`src/rtl/ula_pkg.sv`:
```
// Shared definitions for the multi-cycle ALU: opcodes, FSM state type and
// the rule that decides which operations go through the iterative datapath.
package ula_pkg;

    localparam logic [2:0] OP_PASSA = 3'b000;
    localparam logic [2:0] OP_SOMA  = 3'b001;
    localparam logic [2:0] OP_SUB   = 3'b010;
    localparam logic [2:0] OP_E     = 3'b011;
    localparam logic [2:0] OP_OU    = 3'b100;
    localparam logic [2:0] OP_MUL   = 3'b101;
    localparam logic [2:0] OP_DIV   = 3'b110;
    localparam logic [2:0] OP_NAO   = 3'b111;

    typedef enum logic [1:0] {
        OCIOSO = 2'b00,
        CALC   = 2'b01,
        FIM    = 2'b10
    } estado_t;

    // Division by zero is resolved in a single step, so it never enters CALC.
    function automatic logic eh_iterativa(input logic [2:0] op, input logic divisor_zero);
        return (op == OP_MUL) || ((op == OP_DIV) && !divisor_zero);
    endfunction

endpackage

```
`src/rtl/ula_iterativa.sv`:
```
// Iterative mul/div datapath: shift-add multiply and restoring divide on
// magnitudes, one step per cycle for LARGURA cycles, with sign correction.
module ula_iterativa #(
    parameter int unsigned LARGURA = 32
) (
    input  logic               clock,
    input  logic               reset,
    input  logic               iniciar,
    input  logic               modo_div,
    input  logic [LARGURA-1:0] op_a,
    input  logic [LARGURA-1:0] op_b,
    output logic               concluido,
    output logic [LARGURA-1:0] resultado,
    output logic               estouro
);

    localparam int unsigned CONT_W = $clog2(LARGURA);

    logic                  ativo;
    logic                  eh_div;
    logic                  negativo;
    logic [LARGURA-1:0]    acc;
    logic [LARGURA-1:0]    reg_q;
    logic [LARGURA-1:0]    mag_b;
    logic [CONT_W-1:0]     contador;

    logic [LARGURA-1:0]    mag_a_ent;
    logic [LARGURA-1:0]    mag_b_ent;
    logic [LARGURA-1:0]    parcela;
    logic [LARGURA:0]      soma;
    logic [LARGURA:0]      desl;
    logic [LARGURA:0]      dif;
    logic [LARGURA-1:0]    acc_prox;
    logic [LARGURA-1:0]    q_prox;
    logic [2*LARGURA-1:0]  prod;
    logic [2*LARGURA-1:0]  prod_s;
    logic [LARGURA-1:0]    quoc;

    // The magnitude of MIN is 2^(LARGURA-1), which still fits as unsigned.
    assign mag_a_ent = op_a[LARGURA-1] ? -op_a : op_a;
    assign mag_b_ent = op_b[LARGURA-1] ? -op_b : op_b;

    assign concluido = ativo && (contador == CONT_W'(LARGURA - 1));

    always_comb begin
        parcela = reg_q[0] ? mag_b : '0;
        soma    = {1'b0, acc} + {1'b0, parcela};
        desl    = {acc, reg_q[LARGURA-1]};
        dif     = desl - {1'b0, mag_b};

        if (eh_div) begin
            if (!dif[LARGURA]) begin
                acc_prox = dif[LARGURA-1:0];
                q_prox   = {reg_q[LARGURA-2:0], 1'b1};
            end else begin
                acc_prox = desl[LARGURA-1:0];
                q_prox   = {reg_q[LARGURA-2:0], 1'b0};
            end
        end else begin
            acc_prox = soma[LARGURA:1];
            q_prox   = {soma[0], reg_q[LARGURA-1:1]};
        end

        // Result is taken from the next-state values so it is ready on the last step.
        prod   = {acc_prox, q_prox};
        prod_s = negativo ? -prod : prod;
        quoc   = negativo ? -q_prox : q_prox;

        if (eh_div) begin
            resultado = quoc;
            estouro   = !negativo && q_prox[LARGURA-1];
        end else begin
            resultado = prod_s[LARGURA-1:0];
            estouro   = !((&prod_s[2*LARGURA-1:LARGURA-1]) ||
                          !(|prod_s[2*LARGURA-1:LARGURA-1]));
        end
    end

    always_ff @(posedge clock or posedge reset) begin
        if (reset) begin
            ativo    <= 1'b0;
            eh_div   <= 1'b0;
            negativo <= 1'b0;
            acc      <= '0;
            reg_q    <= '0;
            mag_b    <= '0;
            contador <= '0;
        end else if (iniciar) begin
            ativo    <= 1'b1;
            eh_div   <= modo_div;
            negativo <= op_a[LARGURA-1] ^ op_b[LARGURA-1];
            acc      <= '0;
            reg_q    <= mag_a_ent;
            mag_b    <= mag_b_ent;
            contador <= '0;
        end else if (ativo) begin
            acc   <= acc_prox;
            reg_q <= q_prox;
            if (concluido) begin
                ativo    <= 1'b0;
                contador <= '0;
            end else begin
                contador <= contador + CONT_W'(1);
            end
        end
    end

endmodule

```
`src/rtl/ula_multiciclo.sv`:
```
// Multi-cycle ALU: single-step ops complete in one cycle, mul/div are handed
// to ula_iterativa; results and flags are registered on entry to FIM.
module ula_multiciclo
    import ula_pkg::*;
#(
    parameter int unsigned LARGURA = 32
) (
    input  logic               clock,
    input  logic               reset,
    input  logic               inicio,
    input  logic [2:0]         selecao,
    input  logic [LARGURA-1:0] var_X,
    input  logic [LARGURA-1:0] var_Y,
    output logic               ocupado,
    output logic               pronto,
    output logic [LARGURA-1:0] resultado,
    output logic               flag_N,
    output logic               flag_Z,
    output logic               flag_C,
    output logic               flag_V,
    output logic               erro_div0
);

    estado_t estado;

    logic               divisor_zero;
    logic               usa_iter;
    logic               iniciar_iter;
    logic               iter_concluido;
    logic [LARGURA-1:0] res_iter;
    logic               estouro_iter;

    logic [LARGURA:0]   soma_ext;
    logic [LARGURA:0]   sub_ext;
    logic [LARGURA-1:0] res_imed;
    logic               c_imed;
    logic               v_imed;
    logic               e_imed;

    assign divisor_zero = (var_Y == '0);
    assign usa_iter     = eh_iterativa(selecao, divisor_zero);
    assign iniciar_iter = (estado == OCIOSO) && inicio && usa_iter;

    always_comb begin
        soma_ext = {1'b0, var_X} + {1'b0, var_Y};
        sub_ext  = {1'b0, var_X} - {1'b0, var_Y};
        res_imed = '0;
        c_imed   = 1'b0;
        v_imed   = 1'b0;
        e_imed   = 1'b0;
        case (selecao)
            OP_PASSA: res_imed = var_X;
            OP_SOMA: begin
                res_imed = soma_ext[LARGURA-1:0];
                c_imed   = soma_ext[LARGURA];
                v_imed   = (var_X[LARGURA-1] == var_Y[LARGURA-1]) &&
                           (res_imed[LARGURA-1] != var_X[LARGURA-1]);
            end
            OP_SUB: begin
                res_imed = sub_ext[LARGURA-1:0];
                // Top bit of the widened difference is the unsigned borrow.
                c_imed   = sub_ext[LARGURA];
                v_imed   = (var_X[LARGURA-1] != var_Y[LARGURA-1]) &&
                           (res_imed[LARGURA-1] != var_X[LARGURA-1]);
            end
            OP_E:   res_imed = var_X & var_Y;
            OP_OU:  res_imed = var_X | var_Y;
            OP_NAO: res_imed = ~var_X;
            OP_DIV: begin
                res_imed = '1;
                e_imed   = 1'b1;
            end
            default: res_imed = '0;
        endcase
    end

    ula_iterativa #(
        .LARGURA (LARGURA)
    ) u_iterativa (
        .clock     (clock),
        .reset     (reset),
        .iniciar   (iniciar_iter),
        .modo_div  (selecao == OP_DIV),
        .op_a      (var_X),
        .op_b      (var_Y),
        .concluido (iter_concluido),
        .resultado (res_iter),
        .estouro   (estouro_iter)
    );

    always_ff @(posedge clock or posedge reset) begin
        if (reset) begin
            estado    <= OCIOSO;
            ocupado   <= 1'b0;
            pronto    <= 1'b0;
            resultado <= '0;
            flag_N    <= 1'b0;
            flag_Z    <= 1'b1;
            flag_C    <= 1'b0;
            flag_V    <= 1'b0;
            erro_div0 <= 1'b0;
        end else begin
            case (estado)
                OCIOSO: begin
                    pronto <= 1'b0;
                    if (inicio) begin
                        ocupado <= 1'b1;
                        if (usa_iter) begin
                            estado <= CALC;
                        end else begin
                            estado    <= FIM;
                            pronto    <= 1'b1;
                            resultado <= res_imed;
                            flag_N    <= res_imed[LARGURA-1];
                            flag_Z    <= (res_imed == '0);
                            flag_C    <= c_imed;
                            flag_V    <= v_imed;
                            erro_div0 <= e_imed;
                        end
                    end
                end
                CALC: begin
                    if (iter_concluido) begin
                        estado    <= FIM;
                        pronto    <= 1'b1;
                        resultado <= res_iter;
                        flag_N    <= res_iter[LARGURA-1];
                        flag_Z    <= (res_iter == '0);
                        flag_C    <= 1'b0;
                        flag_V    <= estouro_iter;
                        erro_div0 <= 1'b0;
                    end
                end
                FIM: begin
                    estado  <= OCIOSO;
                    pronto  <= 1'b0;
                    ocupado <= 1'b0;
                end
                default: begin
                    estado  <= OCIOSO;
                    pronto  <= 1'b0;
                    ocupado <= 1'b0;
                end
            endcase
        end
    end

endmodule

```
`config.mk`:
```
export PLATFORM = sky130hd
export DESIGN_NAME = ula_multiciclo
export DESIGN_NICKNAME = d
export VERILOG_FILES = /design/src/rtl/ula_pkg.sv /design/src/rtl/ula_iterativa.sv /design/src/rtl/ula_multiciclo.sv
export SDC_FILE = /design/constraint.sdc
export NUM_CORES = 1
export LEC_CHECK = 0
export CELL_PAD_IN_SITES_DETAIL_PLACEMENT = 2
export CELL_PAD_IN_SITES_GLOBAL_PLACEMENT = 2
export CORE_MARGIN = 2
export CORE_UTILIZATION = 36
export DETAILED_ROUTE_END_ITERATION = 7
export MAX_ROUTING_LAYER = met4
export PLACE_DENSITY_LB_ADDON = 0.08
export REMOVE_ABC_BUFFERS = 1
export SLEW_MARGIN = 30
export SYNTH_ARGS = -nofsm -noshare
export SYNTH_HDL_FRONTEND = slang
export SYNTH_SLANG_ARGS = --single-unit
```
`constraint.sdc`:
```
create_clock -name clock -period 7.5 [get_ports clock]
set_input_delay 1.5 -clock clock [delete_from_list [all_inputs] [get_ports clock]]
set_output_delay 1.5 -clock clock [all_outputs]
set_load 0.01 [all_outputs]
```
==> run summary <==
hold_sp = resultado[28]
Routed Antenna Nets = 0
area of the die = 55500 um^2
CORE AREA = 52800 um^2
Setup Buffers After CTS = 0
EDFF count, synth = 0
HP Class = reg -> reg
Syn Area/Cell = 7.29 um^2
Die Width = 236 um
CP Class = in -> reg
Top FF cell, synth = dfrtp_1
largest net degree at the start of global routing = 100
Synth Instances = 2649
hpwl dp = 71500 um
Num CTS Buffers = 17
RSZ-0062 raised after global routing = no
PwrDens = 504 nW/um^2
Setup-failing EPs final = 0
count leader, synth = a21oi_1
Critical Path Start Type = input port
clock buffer depth = 2
All-Layer GR Usage = 34.0%
Crit path max-delay family = simple AND/OR/NAND/NOR gates
fin. max-slew vios = 0
vias in the first global route = 22.9k
Distinct cells, synth = 96
post-layout min period = 6500 ps
first-pass GRT wire length = 141000 um
LEAKAGE = 0.00896 uW
status = completed
Worst-Margin Slew = 975 ps
share of the synthesized area in the top cell type = 18.5%
Seq/Total Area, Yosys = 18.7%
Rel. slew slack = 34.6%
Area after DPL = 21100 um^2
CP endpoint kind = flop
Die Ht = 236 um
# H-tree levels = 4
clock skew = 10.2 ps
slowest CP cell = clkdlybuf4s50_1
Max Cap Violations = 0
cts hold-fix bufs = 0
I/O Buffers = 108
Final Wtd Congestion = 0.898
Max VDD drop = 0.284 mV
Critical Path RT = 7940 ps
top cells by area, synth = dfrtp_1, ha_1, a21oi_1
cell taking the most area after synthesis = dfrtp_1
crit-path max FO = 9
worst path buffer plus inverter count = 3
First-pass DRT Iterations = 5
DR iter-0 viols = 1575
beginning of the critical path = var_Y[1]
TritonCTS clock tree = done
area grow syn2layout = 12.5%
CP peak stage delay = 540 ps
CTS sink count = 144
critical-path cell list = clkdlybuf4s50_1, inv_1, ha_1, or4b_1, or4_1, nand3b_1, buf_4, or3_1, nor3_1, o21ai_1, a21boi_1, o21bai_4, a21oi_1, nor4b_1, and4b_1, and4_1, and4_1, nand4_1, nor4b_1, a31o_1
Congestion Overflow GR = 0
FMAX = 154 MHz
layout filler cell count = 6124
Yosys reg bits = 144
Worst EP arrival = 6940 ps
final non-filler cell area = 21700 um^2
row cnt = 84
reg2reg start = u_iterativa.reg_q[31]
Synth warnings = 0
setup TNS = 0 ps
Skew-Pair Late Insertion Delay = 500 ps
initial antenna violation count = 1
top cells by count, synth = a21oi_1, nand2_1, nor2_1
clock-pin slew on the worst setup and hold paths = 70 ps
Ports = 109
drt via density = 6.36
via count = 21.5k
CTS resizes = 0
initial core utilization = 36.6%
share of layout cells above drive strength 1 = 5.35%
drt drc = 0
nets = 2917
Synth Cell Area = 19300 um^2
ys async rst share = 100%
final wirelength = 92700 um
clk root buf = clkbuf_16
Period Utilization, post-route = 86.7%
Avg WL per Cell = 27.4 um
Final Hold Fails = 0
## final timing paths
path,end,slack [ps],depth (start not counted)
worst max-delay path,flag_Z,1000,20
worst min-delay path,resultado[28],480,2
worst max register to register,flag_V,1110,27
worst min register to register,resultado[28],480,2
max in group asynchronous,u_iterativa.ativo,5000,3
min in group asynchronous,resultado[1],1410,2
## per-stage QoR
| stage | total power (uW) | utilization, % | worst slack [ps] | hold WS (ps) | cells |
|---|---|---|---|---|---|
| floorplan | 6820 | - | 251 | 463 | 2491 |
| global placement | 9550 | 40.1 | 667 | 456 | 3347 |
| detailed placement | 9890 | 40.1 | 553 | 465 | 3347 |
| CTS | 10900 | 41.1 | 1070 | 487 | 3379 |
| global route | 11800 | 41.2 | 586 | 515 | 3380 |
| finish | 11000 | 41.2 | 996 | 480 | 3380 |
## cell type report
class / instances / area [um^2] / area share, %
diodes: 1 / 2.50 / 0.0115
clock buffers: 18 / 429 / 1.98
flip-flops and latches: 144 / 3610 / 16.6
repair buffers: 168 / 1550 / 7.12
clock inverters: 14 / 133 / 0.611
multi-input cells: 2187 / 14500 / 66.9
well taps: 688 / 861 / 3.96
inverters: 160 / 606 / 2.79
## cell usage in the layout (no fill, tap or decap), types with 17 or more instances in the layout
cell and n:
a21oi_1 258, nand2_1 253, o21ai_0 224, nor2_1 222, ha_1 165, inv_1 159
dfrtp_1 140, xnor2_1 112, clkdlybuf4s50_1 107, nor3_1 83, mux2i_1 59, o211ai_1 59
buf_4 57, nand3_1 52, a21o_1 48, xor2_1 46, and2_1 42, o31ai_1 36
nand4_1 34, a221oi_1 32, o21bai_1 30, a211oi_1 27, a31oi_1 25, nor4_1 24
nand2b_1 23, or4_1 20, and3_1 19, or3_1 17, o21a_1 17, clkbuf_16 17
## per-layer routing
layer,part of all wire [%],global-route usage [%],routed length [um]
met5,0,-,0
met4,3.1,11.9,2900
met3,4.2,5.19,3890
met2,48,55.9,44500
met1,45,42.3,41400
## worst register-to-register path, stage by stage, from the launching register on
cell       delay, ps
dfrtp_1          370
inv_1             80
ha_1             210
fa_1             420
nand2b_1         200
a21oi_2          320
o2111ai_4        210
o32ai_4          470
a221o_1          280
nor3_1           110
a21oi_1          150
buf_4            170
ha_1             200
o211ai_1         130
nor2_1           150
buf_4            190
and2_1           240
o311a_1          330
nand4_1          170
buf_4            220
o21ai_0          290
xnor2_1          140
nor4bb_1         300
nand4_1          150
nor4b_1          370
nand4_1          150
o21ai_1          220
o21ai_2           60
## registers in the layout, indices dropped and copies added (netlist names), 2 cells and up
signal and cells:
u_iterativa.contador 5, estado 2, u_iterativa.reg_q 32, u_iterativa.acc 32
resultado 32, u_iterativa.mag_b 32
## power breakdown
group	internal (uW)	switching (uW)
Clock	460	437
Combinational	2990	5410
Sequential	1180	479
Total	4630	6320
## cells by family (layout without fill, tap and decap cells)
kind of cell / after synthesis / after routing / synth area share [%]
AO/OA/AOI/OAI: 936 / 936 / 31.9
XOR/XNOR: 158 / 158 / 7.17
adder cells (fa/ha/maj): 169 / 169 / 11.1
buffers and inverters: 318 / 360 / 6.29
flip-flops: 144 / 144 / 18.7
multiplexers: 64 / 64 / 3.35
other: 0 / 1 / 0
AND/OR/NAND/NOR: 860 / 860 / 21.5
Note: power is estimated with default switching activity, not from simulation.
